## config.mk

```make
export PLATFORM = sky130hd
export DESIGN_NAME = commit_rob_flat
export DESIGN_NICKNAME = d
export VERILOG_FILES = /design/src/rtl/commit_pkg.sv /design/src/rtl/X__WIntf.sv /design/src/rtl/commit_rob_storage.sv /design/src/rtl/commit_rob.sv /design/src/flat_wrapper.sv
export SDC_FILE = /design/constraint.sdc
export NUM_CORES = 2
export LEC_CHECK = 0
export ABC_CLOCK_PERIOD_IN_PS = 16700
export CAP_MARGIN = 40
export CORE_UTILIZATION = 25
export DETAILED_ROUTE_END_ITERATION = 8
export GPL_ROUTABILITY_DRIVEN = 0
export SYNTH_ARGS = -nofsm -noshare
export SYNTH_HDL_FRONTEND = slang
export SYNTH_SLANG_ARGS = --single-unit
```

## constraint.sdc

```tcl
create_clock -name clk -period 16.7 [get_ports clk]
set_input_delay 5.01 -clock clk [delete_from_list [all_inputs] [get_ports clk]]
set_output_delay 5.01 -clock clk [all_outputs]
set_load 0.02 [all_outputs]
```

## src/rtl/commit_pkg.sv

```systemverilog
// Shared types for the commit reorder buffer: entry payload layout and depth helpers.
package commit_pkg;
    localparam int unsigned SEQ_NUM_BITS   = 5;
    localparam int unsigned PHYS_ADDR_BITS = 6;
    localparam int unsigned ROB_DEPTH      = 1 << SEQ_NUM_BITS;

    // Payload held per slot; the sequence number is implied by the slot index.
    typedef struct packed {
        logic [31:0]               pc;
        logic [4:0]                waddr;
        logic [31:0]               wdata;
        logic                      wen;
        logic [PHYS_ADDR_BITS-1:0] preg;
        logic [PHYS_ADDR_BITS-1:0] ppreg;
    } rob_entry_t;

    function automatic int unsigned rob_depth(input int unsigned seq_bits);
        return 1 << seq_bits;
    endfunction
endpackage

```

## src/rtl/X__WIntf.sv

```systemverilog
// Execute-to-writeback completion handshake; W_intf is the consumer side, X_intf the producer.
interface X__WIntf #(
    parameter int unsigned p_seq_num_bits   = 5,
    parameter int unsigned p_phys_addr_bits = 6
);
    logic [31:0]                 pc;
    logic [4:0]                  waddr;
    logic [31:0]                 wdata;
    logic                        wen;
    logic [p_seq_num_bits-1:0]   seq_num;
    logic [p_phys_addr_bits-1:0] preg;
    logic [p_phys_addr_bits-1:0] ppreg;
    logic                        val;
    logic                        rdy;

    modport W_intf (input pc, waddr, wdata, wen, seq_num, preg, ppreg, val, output rdy);
    modport X_intf (output pc, waddr, wdata, wen, seq_num, preg, ppreg, val, input rdy);
endinterface

```

## src/rtl/commit_rob_storage.sv

```systemverilog
// Slot storage for the reorder buffer: flop array of entries with one write port,
// one combinational read port and a per-slot valid vector (write sets, clear clears).
module commit_rob_storage
    import commit_pkg::*;
#(
    parameter int unsigned p_seq_num_bits = SEQ_NUM_BITS
) (
    input  logic                              clk,
    input  logic                              rst,
    input  logic                              i_wr_en,
    input  logic [p_seq_num_bits-1:0]         i_wr_idx,
    input  rob_entry_t                        i_wr_data,
    input  logic                              i_clr_en,
    input  logic [p_seq_num_bits-1:0]         i_clr_idx,
    input  logic [p_seq_num_bits-1:0]         i_rd_idx,
    output rob_entry_t                        o_rd_data,
    output logic [(1 << p_seq_num_bits)-1:0]  o_valid
);
    localparam int unsigned DEPTH = rob_depth(p_seq_num_bits);

    rob_entry_t       r_entry [DEPTH];
    logic [DEPTH-1:0] r_valid;
    logic [DEPTH-1:0] w_set_mask;
    logic [DEPTH-1:0] w_clr_mask;

    generate
        for (genvar gi = 0; gi < DEPTH; gi++) begin : g_dec
            assign w_set_mask[gi] = i_wr_en  & (i_wr_idx  == p_seq_num_bits'(gi));
            assign w_clr_mask[gi] = i_clr_en & (i_clr_idx == p_seq_num_bits'(gi));
        end
    endgenerate

    // Payload is deliberately left unreset; only the valid bits qualify it.
    always_ff @(posedge clk) begin
        if (i_wr_en) begin
            r_entry[i_wr_idx] <= i_wr_data;
        end
    end

    always_ff @(posedge clk) begin
        if (rst) begin
            r_valid <= '0;
        end else begin
            r_valid <= (r_valid & ~w_clr_mask) | w_set_mask;
        end
    end

    assign o_rd_data = r_entry[i_rd_idx];
    assign o_valid   = r_valid;
endmodule

```

## src/rtl/commit_rob.sv

```systemverilog
// In-order commit reorder buffer: accepts completions by sequence number, retires from head.
// Optional same-cycle accept-to-commit bypass is enabled by defining COMMIT_ROB_BYPASS_EN.
module commit_rob
    import commit_pkg::*;
#(
    parameter int unsigned p_seq_num_bits   = SEQ_NUM_BITS,
    parameter int unsigned p_phys_addr_bits = PHYS_ADDR_BITS
) (
    input  logic                        clk,
    input  logic                        rst,
    X__WIntf.W_intf                     in,
    output logic                        commit_val,
    input  logic                        commit_rdy,
    output logic [31:0]                 commit_pc,
    output logic [4:0]                  commit_waddr,
    output logic [31:0]                 commit_wdata,
    output logic                        commit_wen,
    output logic [p_seq_num_bits-1:0]   commit_seq_num,
    output logic [p_phys_addr_bits-1:0] commit_preg,
    output logic [p_phys_addr_bits-1:0] commit_ppreg,
    output logic [p_seq_num_bits:0]     pending
);
    localparam int unsigned DEPTH = rob_depth(p_seq_num_bits);

    logic [p_seq_num_bits-1:0] r_head;
    logic [p_seq_num_bits:0]   r_pending;

    logic [DEPTH-1:0] w_valid;
    rob_entry_t       w_in_entry;
    rob_entry_t       w_rd_entry;
    rob_entry_t       w_commit_entry;
    logic             w_slot_busy;
    logic             w_accept;
    logic             w_head_valid;
    logic             w_bypass;
    logic             w_retire;
    logic             w_store_retire;
    logic             w_wr_en;

    always_comb begin
        w_in_entry       = '0;
        w_in_entry.pc    = in.pc;
        w_in_entry.waddr = in.waddr;
        w_in_entry.wdata = in.wdata;
        w_in_entry.wen   = in.wen;
        w_in_entry.preg  = in.preg;
        w_in_entry.ppreg = in.ppreg;
    end

    // Only an occupied target slot stalls a completion; other slots never block.
    assign w_slot_busy  = w_valid[in.seq_num];
    assign in.rdy       = ~w_slot_busy;
    assign w_accept     = in.val & ~w_slot_busy;
    assign w_head_valid = w_valid[r_head];

`ifdef COMMIT_ROB_BYPASS_EN
    assign w_bypass       = ~w_head_valid & in.val & (in.seq_num == r_head);
    assign w_commit_entry = w_bypass ? w_in_entry : w_rd_entry;
`else
    assign w_bypass       = 1'b0;
    assign w_commit_entry = w_rd_entry;
`endif

    assign commit_val     = w_head_valid | w_bypass;
    assign w_retire       = commit_val & commit_rdy;
    assign w_store_retire = w_head_valid & commit_rdy;
    // A bypassed entry that retires immediately never touches storage.
    assign w_wr_en        = w_accept & ~(w_bypass & commit_rdy);

    commit_rob_storage #(
        .p_seq_num_bits (p_seq_num_bits)
    ) u_storage (
        .clk       (clk),
        .rst       (rst),
        .i_wr_en   (w_wr_en),
        .i_wr_idx  (in.seq_num),
        .i_wr_data (w_in_entry),
        .i_clr_en  (w_store_retire),
        .i_clr_idx (r_head),
        .i_rd_idx  (r_head),
        .o_rd_data (w_rd_entry),
        .o_valid   (w_valid)
    );

    always_ff @(posedge clk) begin
        if (rst) begin
            r_head    <= '0;
            r_pending <= '0;
        end else begin
            if (w_retire) begin
                r_head <= r_head + p_seq_num_bits'(1);
            end
            case ({w_wr_en, w_store_retire})
                2'b10:   r_pending <= r_pending + (p_seq_num_bits + 1)'(1);
                2'b01:   r_pending <= r_pending - (p_seq_num_bits + 1)'(1);
                default: r_pending <= r_pending;
            endcase
        end
    end

    assign commit_pc      = w_commit_entry.pc;
    assign commit_waddr   = w_commit_entry.waddr;
    assign commit_wdata   = w_commit_entry.wdata;
    assign commit_wen     = w_commit_entry.wen;
    assign commit_preg    = w_commit_entry.preg;
    assign commit_ppreg   = w_commit_entry.ppreg;
    assign commit_seq_num = r_head;
    assign pending        = r_pending;
endmodule

```

## src/flat_wrapper.sv

```systemverilog
// flat-port wrapper written by rule: the top's interface ports become plain ports
module commit_rob_flat import commit_pkg::*;
#(
    parameter int unsigned p_seq_num_bits   = SEQ_NUM_BITS,
    parameter int unsigned p_phys_addr_bits = PHYS_ADDR_BITS
)
  (clk, rst, commit_val, commit_rdy, commit_pc, commit_waddr, commit_wdata, commit_wen, commit_seq_num, commit_preg, commit_ppreg, pending, in_pc, in_waddr, in_wdata, in_wen, in_seq_num, in_preg, in_ppreg, in_val, in_rdy);
  X__WIntf #(.p_seq_num_bits(p_seq_num_bits), .p_phys_addr_bits(p_phys_addr_bits)) in_i ();
  input  logic clk;
  input  logic rst;
  output logic commit_val;
  input  logic commit_rdy;
  output logic [31:0] commit_pc;
  output logic [4:0] commit_waddr;
  output logic [31:0] commit_wdata;
  output logic commit_wen;
  output logic [p_seq_num_bits-1:0] commit_seq_num;
  output logic [p_phys_addr_bits-1:0] commit_preg;
  output logic [p_phys_addr_bits-1:0] commit_ppreg;
  output logic [p_seq_num_bits:0] pending;
  input wire logic [$bits(in_i.pc)-1:0] in_pc;
  input wire logic [$bits(in_i.waddr)-1:0] in_waddr;
  input wire logic [$bits(in_i.wdata)-1:0] in_wdata;
  input wire logic [$bits(in_i.wen)-1:0] in_wen;
  input wire logic [$bits(in_i.seq_num)-1:0] in_seq_num;
  input wire logic [$bits(in_i.preg)-1:0] in_preg;
  input wire logic [$bits(in_i.ppreg)-1:0] in_ppreg;
  input wire logic [$bits(in_i.val)-1:0] in_val;
  output wire logic [$bits(in_i.rdy)-1:0] in_rdy;
  assign in_i.pc = in_pc;
  assign in_i.waddr = in_waddr;
  assign in_i.wdata = in_wdata;
  assign in_i.wen = in_wen;
  assign in_i.seq_num = in_seq_num;
  assign in_i.preg = in_preg;
  assign in_i.ppreg = in_ppreg;
  assign in_i.val = in_val;
  assign in_rdy = in_i.rdy;
  commit_rob #(.p_seq_num_bits(p_seq_num_bits), .p_phys_addr_bits(p_phys_addr_bits)) u_core (.clk(clk), .rst(rst), .in(in_i), .commit_val(commit_val), .commit_rdy(commit_rdy), .commit_pc(commit_pc), .commit_waddr(commit_waddr), .commit_wdata(commit_wdata), .commit_wen(commit_wen), .commit_seq_num(commit_seq_num), .commit_preg(commit_preg), .commit_ppreg(commit_ppreg), .pending(pending));
endmodule
```

==> impl_metrics.ini <==
[die]
rows = 234
die_w_um = 641
die_height_um = 641
start_util_pct = 25.1
dieArea_um2 = 411000
coreArea_um2 = 406000
io_pins = 186

[sta]
tightest_slew_ps = 1310
rsz0062_at_grt = false
finalHoldViolations = 0
drv_slew = 0
fmax_mhz = 75.6
hold_slack_ps = 484
clock_skew_ps = 54.2
fin_crit_sh_pct = 79.2
setup_violations = 0
max_slew_margin_pct = 12.8
min_period_ps = 13220
setup-tns-final_ps = 0

[yosys]
yosys-top-cells-area = edfxtp_1, mux4_2, mux2_2
yosys_register_bits = 2672
yosysTopAreaCell = edfxtp_1
synthCells = 4077
ys_async_sr_fraction_pct = 0
yosysSeqAreaShare_pct = 78.1
syn_area_um2 = 102000
postSynthAreaPerCell_um2 = 25.0
yosysWarnings = 0
syn-num-nets = 4177
yosysTopAreaCellShare_pct = 77.2
synth_edf_count = 2624
yosysUniqueCellTypes = 46
ys.flop_type = edfxtp_1

[status]
status = complete, but fails checks
violations = design-rule violations

[hold_path]
min_path_cells = 2
hp-class = reg -> reg

[clock_tree]
clock-sinks = 2672
clock-root-buffer = clkbuf_16
worstSkewPairLatency_ps = 840
post_cts_buffers = 0
htreeDepth = 5
hold_buffers = 0
cts-buffers-inserted = 279
cts_tree = built
clk_pin_slew_worst_paths_ps = 50
cts_buffer_depth = 4
cts_resized = 0

[global_routing]
grt_pass1_vias = 47800
grt_max_degree = 150
antenna_found_initial = 49
grt_usage_pct = 12.7
grt_pass1_wl_um = 371000
overflow = 0

[power_and_ir_drop]
p_per_area_nw_per_um2 = 112
p_int_mw = 10.9
p_leak_nw = 35.4
pwr-share-comb_pct = 2.1
pwr-share-seq_pct = 54.6
clkPwrFrac_pct = 43.3
ir_worst_vdd_mv = 0.0828
p_switching_mw = 2.74
swShare_pct = 20.1
total_power_mw = 13.7

[flow_run]
maxCapViolations = 0

[setup_path]
end_kind = output port
reg2regPathDepth = 12
cp.depth = 6
arrival_ps = 8210
r2r_slack_ps = 12250
cp_data_required_time_ps = 11690
startpoint_type = input pin
path_cells = clkdlybuf4s50_1 > mux4_2 > mux2_2 > mux2_2 > mux2i_1 > clkdlybuf4s50_1
timing_worst_setup_path_type = in -> out
critPathMaxFanout = 15
path_delay_family = multiplexers
slowest_delay_ps = 890
crit_slowest_cell = clkdlybuf4s50_1
critPathBufInv = 2

[drt]
wl_per_cell_um = 26.4
avgViaCountPerCell = 4.58
post-route-drc-count = 15
ant_nets = 0
initialDrtViolationCount = 5730
drt_pre_antenna_iters = 8
wl_um = 268000
vias = 46500

[layout]
num-fill-cells = 38900
nets = 4613
final_layout_size_suffix_gt1_share_pct = 32.1
syn_to_final_growth_pct = 19.0
fin_util_pct = 29.9

[placed_design]
io_buffers = 185
dp_hpwl_um = 141000
state kept, by name (all words and copies together), names as in the netlist, named ones only:
| name | cells |
|---|---|
| u_core.u_storage.r_entry | 2624 |
| u_core.u_storage.o_valid | 32 |
| u_core.pending | 6 |
| u_core.commit_seq_num | 5 |
area by class of cell:
cell class	instances	area (um2)	share of cell area, %
sequential	2672	79800	65.6
multi-input combinational	1151	21300	17.5
clock buffer	351	7340	6.04
tap	5428	6790	5.59
timing repair buffer	371	4870	4.01
clock inverter	136	1190	0.983
inverter	38	278	0.229
antenna	12	30.0	0.0247
power groups by stage:
| stage | registers [mW] | clock network [mW] | logic, mW |
|---|---|---|---|
| finish | 7.46 | 5.93 | 0.284 |
| detailed placement | 7.61 | 0 | 0.268 |
| floorplan | 7.60 | 0 | 0.0918 |
| CTS | 7.47 | 6.03 | 0.268 |
| global placement | 7.60 | 0 | 0.243 |
| global route | 7.46 | 6.28 | 0.303 |
synth_stat cells, types with 4 or more instances:
master    instances
nand2_1          39
nor2_1           23
o31ai_1           4
buf_6             7
a311oi_1          6
nand2b_1         11
clkbuf_1        117
buf_2            70
ha_1              9
nor4_1            5
edfxtp_1       2624
o41ai_1          13
inv_1            38
mux2_2           98
buf_4             5
or4_1             9
buf_1            17
dfxtp_1          48
a21oi_1          36
or3_1             4
nor3_1            8
o21ai_0          16
mux4_2          833
path summary, 6_finish.rpt:
check / start / to
worst min-delay path: u_core.u_storage.o_valid[5] / u_core.u_storage.o_valid[5]
worst max register to register: u_core.commit_seq_num[2] / u_core.pending[4]
worst min register to register: u_core.u_storage.o_valid[5] / u_core.u_storage.o_valid[5]
worst max-delay path: in_seq_num[1] / in_rdy
cells by family (layout without fill, tap and decap cells):
family / after synthesis / after routing / share of synthesized area [%]
simple gates: 116 / 116 / 0.586
compound gates: 85 / 85 / 0.536
flops: 2672 / 2672 / 78.1
fa+ha+maj: 9 / 9 / 0.110
other cells: 0 / 12 / 0
xor+xnor: 4 / 4 / 0.0343
buf+inv: 254 / 896 / 1.09
mux: 937 / 937 / 19.5
through the flow:
stage	area [um2]	cells	setup WS (ps)
final	122000	10200	3480
after global routing	122000	10200	3280
after CTS	121000	10100	3340
after detailed placement	112000	9612	3350
after global placement	111000	9543	3140
after floorplan	102000	4077	1930
layer usage:
layer	track usage [%]	vias to the layer above	share of wire, %
li1	-	18700	-
met1	16.8	25600	41
met2	21.3	1793	49
met3	2.68	406	7.4
met4	3.16	16	2.4
met5	0	-	0.037
placed cells by master, fill, tap and decap left out, types with 39 or more instances in the layout:
cell type           n
mux4_2            833
clkbuf_1           68
dfxtp_1            43
clkinv_1           62
clkdlybuf4s50_1   185
mux2_2             98
nand2_1            39
edfxtp_1         2624
clkbuf_16         283
buf_8              58
buf_4              61
buf_16             47
tightest hold or removal path: stages (launching register included):
cell and delay, ps:
dfxtp_1 320, o41ai_1 60, a21oi_1 60
Power figures use the tool's default switching activity.
